--- config.mk ---
export PLATFORM = sky130hd
export DESIGN_NAME = ir_queue
export DESIGN_NICKNAME = d
export VERILOG_FILES = /design/src/rtl/ir_queue.sv
export SDC_FILE = /design/constraint.sdc
export NUM_CORES = 1
export LEC_CHECK = 0
export ABC_AREA = 1
export CAP_MARGIN = 40
export CORE_ASPECT_RATIO = 1.2
export CORE_MARGIN = 5
export CORE_UTILIZATION = 55
export DETAILED_ROUTE_END_ITERATION = 10
export DONT_BUFFER_PORTS = 1
export PLACE_DENSITY = 0.81
export SYNTH_ARGS = -nofsm -noshare
export SYNTH_HDL_FRONTEND = slang
export SYNTH_SLANG_ARGS = --single-unit
--- constraint.sdc ---
create_clock -name clock -period 9 [get_ports clock]
set_input_delay 2.7 -clock clock [delete_from_list [all_inputs] [get_ports clock]]
set_output_delay 2.7 -clock clock [all_outputs]
set_load 0.02 [all_outputs]
--- src/rtl/ir_queue.sv ---
// Instruction register fed by a DEPTH-entry prefetch FIFO, updated on the falling
// clock edge, with flush, empty-queue bypass and a sticky overflow flag.
module ir_queue #(
  parameter int DATA_W      = 32,
  parameter int IMM_W       = 8,
  parameter int DEPTH       = 4,
  parameter int BBUS_SIGNED = 0
) (
  input  logic                       clock,
  input  logic                       reset,
  input  logic [DATA_W-1:0]          im_out,
  input  logic                       im_r,
  input  logic                       ir_load,
  input  logic                       flush,
  output logic [DATA_W-1:0]          abus_in,
  output logic [DATA_W-1:0]          bbus_in,
  output logic                       ir_valid,
  output logic                       full,
  output logic                       empty,
  output logic [$clog2(DEPTH+1)-1:0] count,
  output logic                       overflow
);

  localparam int PTR_W = $clog2(DEPTH);
  localparam int CNT_W = $clog2(DEPTH+1);

  logic [DATA_W-1:0] mem [DEPTH];
  logic [PTR_W-1:0]  wr_ptr;
  logic [PTR_W-1:0]  rd_ptr;
  logic [CNT_W-1:0]  cnt;
  logic [DATA_W-1:0] ir;
  logic              valid_q;
  logic              ovf_q;

  logic pop;
  logic bypass;
  logic push;
  logic drop;

  always_comb begin
    empty  = (cnt == '0);
    full   = (cnt == CNT_W'(DEPTH));
    pop    = ir_load && !empty;
    bypass = ir_load && im_r && empty;
    // A bypassed word goes straight to the IR and never occupies a queue slot.
    push   = im_r && !bypass && (!full || pop);
    drop   = im_r && full && !pop;
  end

  always_ff @(negedge clock or posedge reset) begin
    if (reset) begin
      for (int unsigned i = 0; i < DEPTH; i++) mem[i] <= '0;
      wr_ptr  <= '0;
      rd_ptr  <= '0;
      cnt     <= '0;
      ir      <= '0;
      valid_q <= 1'b0;
      ovf_q   <= 1'b0;
    end else if (flush) begin
      wr_ptr  <= '0;
      rd_ptr  <= '0;
      cnt     <= '0;
      ir      <= '0;
      valid_q <= 1'b0;
      ovf_q   <= 1'b0;
    end else begin
      if (push) begin
        mem[wr_ptr] <= im_out;
        wr_ptr      <= wr_ptr + PTR_W'(1);
      end
      if (pop) begin
        ir      <= mem[rd_ptr];
        rd_ptr  <= rd_ptr + PTR_W'(1);
        valid_q <= 1'b1;
      end else if (bypass) begin
        ir      <= im_out;
        valid_q <= 1'b1;
      end else if (ir_load) begin
        valid_q <= 1'b0;
      end
      if (push && !pop)      cnt <= cnt + CNT_W'(1);
      else if (pop && !push) cnt <= cnt - CNT_W'(1);
      if (drop) ovf_q <= 1'b1;
    end
  end

  assign abus_in  = ir;
  assign ir_valid = valid_q;
  assign count    = cnt;
  assign overflow = ovf_q;

  generate
    if (IMM_W < DATA_W) begin : g_ext
      assign bbus_in = {{(DATA_W-IMM_W){(BBUS_SIGNED != 0) & ir[IMM_W-1]}}, ir[IMM_W-1:0]};
    end else begin : g_full
      assign bbus_in = ir;
    end
  endgenerate

endmodule

Word level (Yosys, flattened, before mapping)
Cells that the tools add are included.

word-level totals
  register bits after elaboration = 169
  bits in latches = 0
  memory bits (writable) = 0
  bits in read-only memories = 0
  input bits = 37
  word-level logic and storage cells = 67
  memories kept = 0

operators by class
  add/sub/neg operators = 4
  $mul = 0
  div/mod/pow operators = 0
  order comparisons = 3
  eq/ne operators = 1
  shifts and indexed selects = 0
  muxes and demuxes = 22
  bitwise operators = 3
  reduce and logical (&&, ||, !) cells = 24

operators by type and width
  operator                                                    count
  2-to-1 mux 32 bit                                           6
  bitwise mux 128 bit                                         1
  binary-select mux 32 bit (select 2 bit)                     1
  demux 32 bit (select 2 bit)                                 1
  logical AND 1 bit                                           10
  2-to-1 mux 3 bit                                            3
  2-to-1 mux 2 bit                                            4
  >= comparator 3 bit, second input constant                  2
  2-to-1 mux 1 bit                                            6
  NOT 2 -> 3 bit                                              2
  nonzero test 2 bit                                          3
  nonzero test 3 bit                                          2
  zero test 1 bit                                             5
  adder 2 x 1 -> 2 bit, second input constant                 2
  nonzero test 4 bit                                          1
  adder 3 x 1 -> 3 bit, second input constant                 1
  == test 3 bit, second input constant                        1
  zero test 3 bit                                             1
  less-than comparator 3 x 1 -> 1 bit, second input constant  1
  subtractor 3 x 1 -> 3 bit, second input constant            1
  AND reduction 2 bit                                         1
  logical OR 1 bit                                            1
  NOT 1 bit                                                   1

Longest topological paths before layout
Gate-level depths: netlist (run 1).

  depth in word-level cells = 10
  mapped depth = 11
  gate-level depth less buffers = 11

==> results of run 1 <==
==> state kept, by name, indices dropped and copies added (netlist names) <==
name and flops:
rd_ptr 2, overflow 1, wr_ptr 2, mem 128, ir_valid 1, abus_in 32
count 3
==> where the power goes <==
group	internal, uW	total, uW	leakage, uW	switching (uW)
combinational	225	631	0.00213	406
sequential	1050	1270	0.00219	220
clock	502	817	0.000306	316
total	1770	2720	0.00462	941
==> worst max-delay path by stage <==
stage               cells after the start  slack [ns]    endpoint
finish                                  3        0.40       empty
global route                            3        0.33       empty
CTS                                     3        0.39       empty
detailed placement                      8        0.29    mem[125]
global placement                        8        0.38     mem[14]
floorplan                               1       -0.23  abus_in[0]
==> synth_stat cells (2+ instances only) <==
| cell | count | area (sq um) |
|---|---|---|
| ha_1 | 4 | 50.1 |
| inv_1 | 22 | 82.6 |
| nor2_1 | 7 | 26.3 |
| buf_2 | 9 | 45.0 |
| buf_4 | 38 | 285 |
| buf_1 | 5 | 18.8 |
| o21ai_0 | 9 | 45.0 |
| nand2_1 | 547 | 2050 |
| nand3_1 | 100 | 500 |
| nand2_4 | 4 | 45.0 |
| nand2_2 | 12 | 75.1 |
| dfrtn_1 | 169 | 4230 |
| nor2_4 | 8 | 90.1 |
| o21ai_1 | 29 | 145 |
| or2_2 | 31 | 194 |
| inv_2 | 2 | 7.51 |
| clkbuf_1 | 25 | 93.8 |
| a21oi_1 | 34 | 170 |
| buf_6 | 14 | 158 |
==> cell families (layout without fill, tap and decap cells) <==
family	after synthesis	count (layout)	share of synthesized area, %
compound gates	76	76	4.74
xor+xnor	1	1	0.104
fa+ha+maj	5	5	0.830
buf+inv	119	73	8.63
flops	169	169	50.1
other cells	1	24	0.0444
simple gates	710	710	35.6
==> cell type report <==
cell class                      count  share of cell area, %
Clock buffer                       18                   4.90
Clock inverter                     14                   2.44
Inverter                           26                   1.19
Multi-Input combinational cell    816                   39.8
Sequential cell                   169                   47.2
Tap cell                          204                   2.85
Timing Repair Buffer               15                   1.62
==> layer usage <==
layer  part of all wire, %  up-vias  GRT usage [%]  wire [microns]
li1                      -     3247              -               -
met5                     0        -              0               0
met1                    39     3247           30.7            8250
met4                   2.5        0           8.64             517
met2                    50      243           40.0           10500
met3                   7.7       52           6.34            1610
==> metrics by stage <==
stage	hold WS, ns	setup WS [ns]
after floorplan	0.397	-0.234
after global routing	0.426	0.332
after CTS	0.420	0.389
after global placement	0.409	0.377
final	0.415	0.403
after detailed placement	0.414	0.290
==> worst max-delay path, cell delays in order (launching register included) <==
cell and delay (ns):
dfrtn_1 0.64, inv_2 0.12, nand2_2 0.12, inv_1 0.11
==> qor.csv, run 1 <==
stage,metric,value,unit
route,Via density,5.38,
timing,Setup Skew,0.00564,ns
route,DRC Markers,0,
floorplanning,area of the die,17900,sq um
timing,final hold violations,0,
power,Design Power,2720,uW
critical_path,R2R Path End,count[2],
critical_path,crit path DAT,5.90,ns
grt,vias in the first global route,6533,
clock_network,"Reg clk slew, reported paths",0.05,ns
logic_synthesis,syn avg cell area,7.81,sq um
power,Peak VDD IR,0.143,mV
logic_synthesis,Post-Syn Instances,1081,
floorplanning,# rows,49,
placed_design,HPWL Detailed,12000,microns
floorplanning,starting density of the core,56.2,%
layout,Ant. Diodes,0,
layout,nets,1087,
timing,worst slew pin tran,0.912,ns
floorplanning,Core Region,15000,sq um
grt,initial antenna violation count,0,
placed_design,Placement Cell Area,8310,sq um
route,DR iter-0 viols,784,
placed_design,PortBufs,0,
worst_hold_path,Hold EP,mem[79],
grt,total grt overflow,0,
layout,Seq. cell area,4230,sq um
layout,Final Util,59.7,%
critical_path,CP Class,reg -> out,
floorplanning,IO Count,108,
critical_path,R2R setup slack,6.67,ns
logic_synthesis,ys async rst share,100,%
critical_path,worst reg2reg path depth,10,
power,PD cells,303,nW/um^2
worst_hold_path,Hold Path Class,reg -> reg,
clock_network,"Setup Fix Bufs, Post-CTS",0,
layout,fraction of layout cells with a size suffix above 1,10.4,%
route,via count,6789,
floorplanning,Die X-Extent,123,microns
clock_network,CTS Hold Bufs,0,
placed_design,Placed Cells,1230,
timing,Setup TNS Final,0,ns
worst_hold_path,number of cells on the worst hold path,2,
layout,multi-input logic area,3570,sq um
timing,RSZ-0062 raised after global routing,false,
clock_network,TritonCTS buffer count,17,
logic_synthesis,Unique masters post-synth,31,
critical_path,Crit Reg-Reg Startpoint,count[2],
status,status,finished clean,
logic_synthesis,number of synthesized register bits,169,
critical_path,Critical Path RT,6.30,ns
grt,pin count of the biggest net entering global routing,110,
logic_synthesis,Netlist Area Pre-Place,8440,sq um
route,TritonRoute pass-1 iters,5,
route,remaining antenna violation count,0,
worst_hold_path,Min-Delay Startpoint,mem[79],
logic_synthesis,register area share after synthesis,50.1,%
timing,final slew viol count,0,
timing,relative slew slack,39.1,%
clock_network,CTS sink cnt,169,
grt,GR Util All Layers,24.2,%
critical_path,CP endpoint kind,output port,
job,max-cap violation count,0,
clock_network,CTS tree,done,
critical_path,CP Launch Point,count[2],
clock_network,H-tree levels,4,
logic_synthesis,number of synthesized flops with an enable pin,0,
critical_path,crit path max fanout,6,
layout,cell area after layout,8960,sq um
clock_network,worst skew pair latency,0.41,ns
floorplanning,die height,146,microns
route,final wirelength,20900,microns
layout,"commonest cells after routing, fill and taps aside","nand2_1, dfrtn_1, nand3_1",
layout,post-route insts no fill,1262,
logic_synthesis,top_reg_cell synth,dfrtn_1,
power,Leak,0.00462,uW
layout,synth-to-layout area growth,6.20,%
clock_network,CTS Root Cell,clkbuf_16,
grt,global-route wire length before repair,34100,microns
critical_path,Critical Path Start Type,register,
route,wire per inst,16.6,microns
logic_synthesis,yosys synthesis warning count,0,
timing,final setup fails,0,
layout,"most common cell after layout, fill and taps aside",nand2_1,
clock_network,Resized Gates After CTS,0,
layout,Filler Cell Count,1326,
placed_design,Placer Congestion,0.787,
clock_network,Max Root-Sink Buffers,2,
No activity file was read; power rests on OpenSTA's default activity.
==> run 2, diff against run 1 <==
Clock period 9 ns to 10.2 ns, I/O delays scaled along.
==> run 2 against run 1 <==
  * Clock power is 12% lower
  * Sequential power shrank 12%
  * Routed wire length grew 1.7%
  * Critical path type unchanged
==> qor.csv, run 2 (synthesis gave the netlist of run 1 again) <==
stage,metric,value,unit
placed_design,Placer Congestion,0.779,
timing,relative slew slack,40.4,%
clock_network,"Reg clk slew, reported paths",0.05,ns
route,final wirelength,21300,microns
grt,total grt overflow,0,
placed_design,HPWL Detailed,12200,microns
clock_network,CTS tree,done,
timing,post-route worst setup slack,0.643,ns
timing,worst slew pin tran,0.892,ns
layout,Ant. Diodes,0,
timing,final slew viol count,0,
placed_design,PortBufs,0,
timing,final setup fails,0,
clock_network,worst skew pair latency,0.40,ns
clock_network,CTS Hold Bufs,0,
layout,Top reg by flops,mem,
job,max-cap violation count,0,
placed_design,Placement Cell Area,8380,sq um
floorplanning,die height,146,microns
layout,cell area after layout,9040,sq um
clock_network,CTS Root Cell,clkbuf_16,
layout,fraction of layout cells with a size suffix above 1,10.3,%
layout,"most common cell after layout, fill and taps aside",nand2_1,
route,DR iter-0 viols,841,
grt,GR Util All Layers,24.8,%
floorplanning,Die X-Extent,123,microns
critical_path,CP endpoint kind,output port,
grt,vias in the first global route,6762,
route,wire per inst,16.9,microns
status,status,finished clean,
route,remaining antenna violation count,0,
layout,nets,1086,
critical_path,crit path DAT,6.50,ns
route,TritonRoute pass-1 iters,5,
clock_network,TritonCTS buffer count,17,
route,DRC Markers,0,
power,PD cells,266,nW/um^2
layout,max reg flops,128,
layout,synth-to-layout area growth,7.07,%
timing,RSZ-0062 raised after global routing,false,
clock_network,Max Root-Sink Buffers,2,
critical_path,crit path max fanout,6,
worst_hold_path,Hold Path Class,reg -> reg,
layout,"commonest cells after routing, fill and taps aside","nand2_1, dfrtn_1, nand3_1",
critical_path,Critical Path RT,7.14,ns
timing,Setup Skew,0.00666,ns
floorplanning,Core Region,15000,sq um
floorplanning,starting density of the core,56.2,%
route,via count,6892,
floorplanning,IO Count,108,
critical_path,CP Class,reg -> out,
grt,global-route wire length before repair,35200,microns
clock_network,H-tree levels,4,
route,Via density,5.47,
grt,pin count of the biggest net entering global routing,100,
clock_network,CTS sink cnt,169,
placed_design,setup slack at placement,0.529,ns
floorplanning,area of the die,17900,sq um
floorplanning,# rows,49,
timing,Setup TNS Final,0,ns
timing,final hold violations,0,
power,Leak,0.00466,uW
grt,initial antenna violation count,0,
worst_hold_path,number of cells on the worst hold path,2,
power,Design Power,2410,uW
critical_path,Critical Path Start Type,register,
critical_path,worst reg2reg path depth,10,
power,Peak VDD IR,0.120,mV
clock_network,Resized Gates After CTS,0,
clock_network,"Setup Fix Bufs, Post-CTS",0,
-- run 2: path summary, 6_finish.rpt --
path | start | endpoint | slack, ns
max | count[2] | empty | 0.64
min | mem[59] | mem[59] | 0.42
max reg2reg | count[2] | count[2] | 7.86
min reg2reg | mem[59] | mem[59] | 0.42
max in group asynchronous | reset | mem[116] | 2.05
min in group asynchronous | reset | wr_ptr[0] | 7.65
-- run 2: final cells by class --
type / count / area [sq um]
Clock buffer: 17 / 425
Clock inverter: 15 / 236
Fill cell: 1279 / 5980
Inverter: 26 / 106
Multi-Input combinational cell: 816 / 3570
Sequential cell: 169 / 4230
Tap cell: 204 / 255
Timing Repair Buffer: 14 / 215
-- run 2: worst max-delay path, cell delays in order, from the launching register on --
cell and delay [ns]:
dfrtn_1 0.64, inv_2 0.12, nand2_2 0.12, inv_1 0.11
-- run 2: where the power goes --
group          switching (uW)  internal [uW]
registers                 194            924
logic                     361            207
clock network             282            440
total                     836           1570
-- run 2: per-stage QoR --
stage	hold slack (ns)	utilization, %	std cells
detailed placement	0.419	55.8	1229
global route	0.428	60.2	1261
global placement	0.408	55.1	1225
CTS	0.420	60.2	1261
finish	0.416	60.2	1261
floorplan	0.397	-	1104
-- run 2: layer usage --
metal  track usage [%]  part of all wire (%)  routed length, microns
met1              31.3                    38                    8140
met2              40.4                    49                   10500
met3              6.96                   9.5                    2020
met4              9.53                   3.1                     663
met5                 0                     0                       0
==> run 3, diff against run 2 <==
Settings changed: CORE_MARGIN 5 to default.
==> run 3 against run 2 <==
  * Clock-buffer cell count up 1
  * Highest routed layer unchanged
  * Routed wire length down 2.4%
  * Design area down 0.62%
  * Die area down 12%
  * Clock power down 7.3%
  * Setup slack worse by 0.0092 ns
==> qor.csv, run 3 (synthesis gave the netlist of run 1 again) <==
stage,metric,value,unit
route,met1 WL,8550,microns
clock_network,Max Root-Sink Buffers,2,
floorplanning,area of the die,15900,sq um
layout,"most common cell after layout, fill and taps aside",nand2_1,
route,remaining antenna violation count,0,
timing,Setup TNS Final,0,ns
timing,Setup Skew,0.00585,ns
power,sequential power share,47.5,%
layout,Ant. Diodes,0,
route,DR iter-0 viols,550,
status,status,finished clean,
power,internal power,1520,uW
clock_network,H-tree levels,4,
placed_design,HPWL Detailed,12100,microns
timing,final setup fails,0,
grt,global-route wire length before repair,33900,microns
timing,post-route worst setup slack,0.634,ns
route,TritonRoute pass-1 iters,5,
route,top sig layer,met4,
layout,fraction of layout cells with a size suffix above 1,10.4,%
critical_path,crit path DAT,6.51,ns
clock_network,TritonCTS buffer count,17,
clock_network,CTS tree,done,
grt,total grt overflow,0,
layout,Seq. cell area,4230,sq um
critical_path,Critical Path Start Type,register,
route,via count,6743,
timing,final slew viol count,0,
layout,max reg flops,128,
timing,Hold Worst Slack,0.417,ns
worst_hold_path,Hold Path Class,reg -> reg,
floorplanning,Die X-Extent,115,microns
timing,final hold violations,0,
power,Design Power,2350,uW
route,Via density,5.34,
timing,relative slew slack,38.1,%
timing,RSZ-0062 raised after global routing,false,
layout,synth-to-layout area growth,6.40,%
power,clock power share,28.4,%
layout,nets,1089,
floorplanning,die height,138,microns
clock_network,"Setup Fix Bufs, Post-CTS",0,
power,PD cells,262,nW/um^2
power,Leak,0.00463,uW
clock_network,worst skew pair latency,0.41,ns
floorplanning,starting density of the core,56.2,%
route,wire per inst,16.4,microns
clock_network,CTS Hold Bufs,0,
clock_network,Resized Gates After CTS,0,
critical_path,CP endpoint kind,output port,
placed_design,PortBufs,0,
floorplanning,# rows,49,
grt,initial antenna violation count,0,
critical_path,crit path max fanout,4,
grt,vias in the first global route,6569,
placed_design,Placer Congestion,0.773,
grt,pin count of the biggest net entering global routing,90,
clock_network,CTS sink cnt,169,
clock_network,CTS Root Cell,clkbuf_16,
route,final wirelength,20800,microns
critical_path,CP Class,reg -> out,
floorplanning,IO Count,108,
route,met3 WL,1670,microns
job,max-cap violation count,0,
power,sw frac,35.3,%
critical_path,Critical Path RT,7.14,ns
layout,multi-input logic area,3570,sq um
power,Combinational Power Share,24.0,%
timing,worst slew pin tran,0.927,ns
layout,Top reg by flops,mem,
floorplanning,Core Region,15000,sq um
power,Psw,829,uW
clock_network,"Reg clk slew, reported paths",0.05,ns
placed_design,setup slack at placement,0.567,ns
grt,GR Util All Layers,28.0,%
power,Peak VDD IR,0.115,mV
layout,cell area after layout,8980,sq um
route,DR WL met2,10200,microns
layout,"commonest cells after routing, fill and taps aside","nand2_1, dfrtn_1, nand3_1",
route,DRC Markers,0,
layout,Filler Cell Count,1309,
placed_design,Placement Cell Area,8370,sq um
## run 3: changes by cell type in the layout (fill, tap and decap cells not counted), moves of 2 or more
cell	previous run	this run
bufinv_16	5	3
buf_16	3	1
clkinvlp_4	2	5
inv_6	6	2
buf_4	7	11
## run 3: power by group through the flow
| stage | registers [uW] | clock network [uW] | logic [uW] |
|---|---|---|---|
| after floorplan | 1080 | 0 | 479 |
| after global placement | 1110 | 0 | 535 |
| after detailed placement | 1120 | 0 | 562 |
| after CTS | 1120 | 673 | 566 |
| after global routing | 1150 | 703 | 643 |
| final | 1120 | 669 | 564 |
## run 3: critical path: stages (launching register included)
cell and delay [ns]:
dfrtn_1 0.47, nor2_4 0.23, nand2_2 0.11, inv_1 0.19
## run 3: layer usage
layer,global-route usage (%),vias up
met3,6.95,31
met4,9.60,0
li1,-,3240
met2,47.3,259
met1,35.1,3213
met5,0,-
## run 3: final timing paths
kind | start | end | slack, ns | cells past startpoint
worst max-delay path | count[0] | empty | 0.63 | 3
worst min-delay path | mem[34] | mem[34] | 0.42 | 2
worst max register to register | count[2] | count[2] | 7.90 | 10
worst min register to register | mem[34] | mem[34] | 0.42 | 2
max in group asynchronous | reset | mem[123] | 2.11 | 2
min in group asynchronous | reset | count[2] | 7.67 | 2
## run 3: stage by stage
stage                     std cells  utilization, %
after floorplan                1104               -
after global placement         1229            55.3
after detailed placement       1232            55.7
after CTS                      1263            59.8
after global routing           1263            59.8
final                          1263            59.8
## run 3: area by class of cell
class	count	area share, %
repair buffers	17	2.34
flip-flops and latches	169	47.1
clock buffers	18	4.89
clock inverters	13	1.91
multi-input cells	816	39.8
well taps	204	2.84
inverters	26	1.18
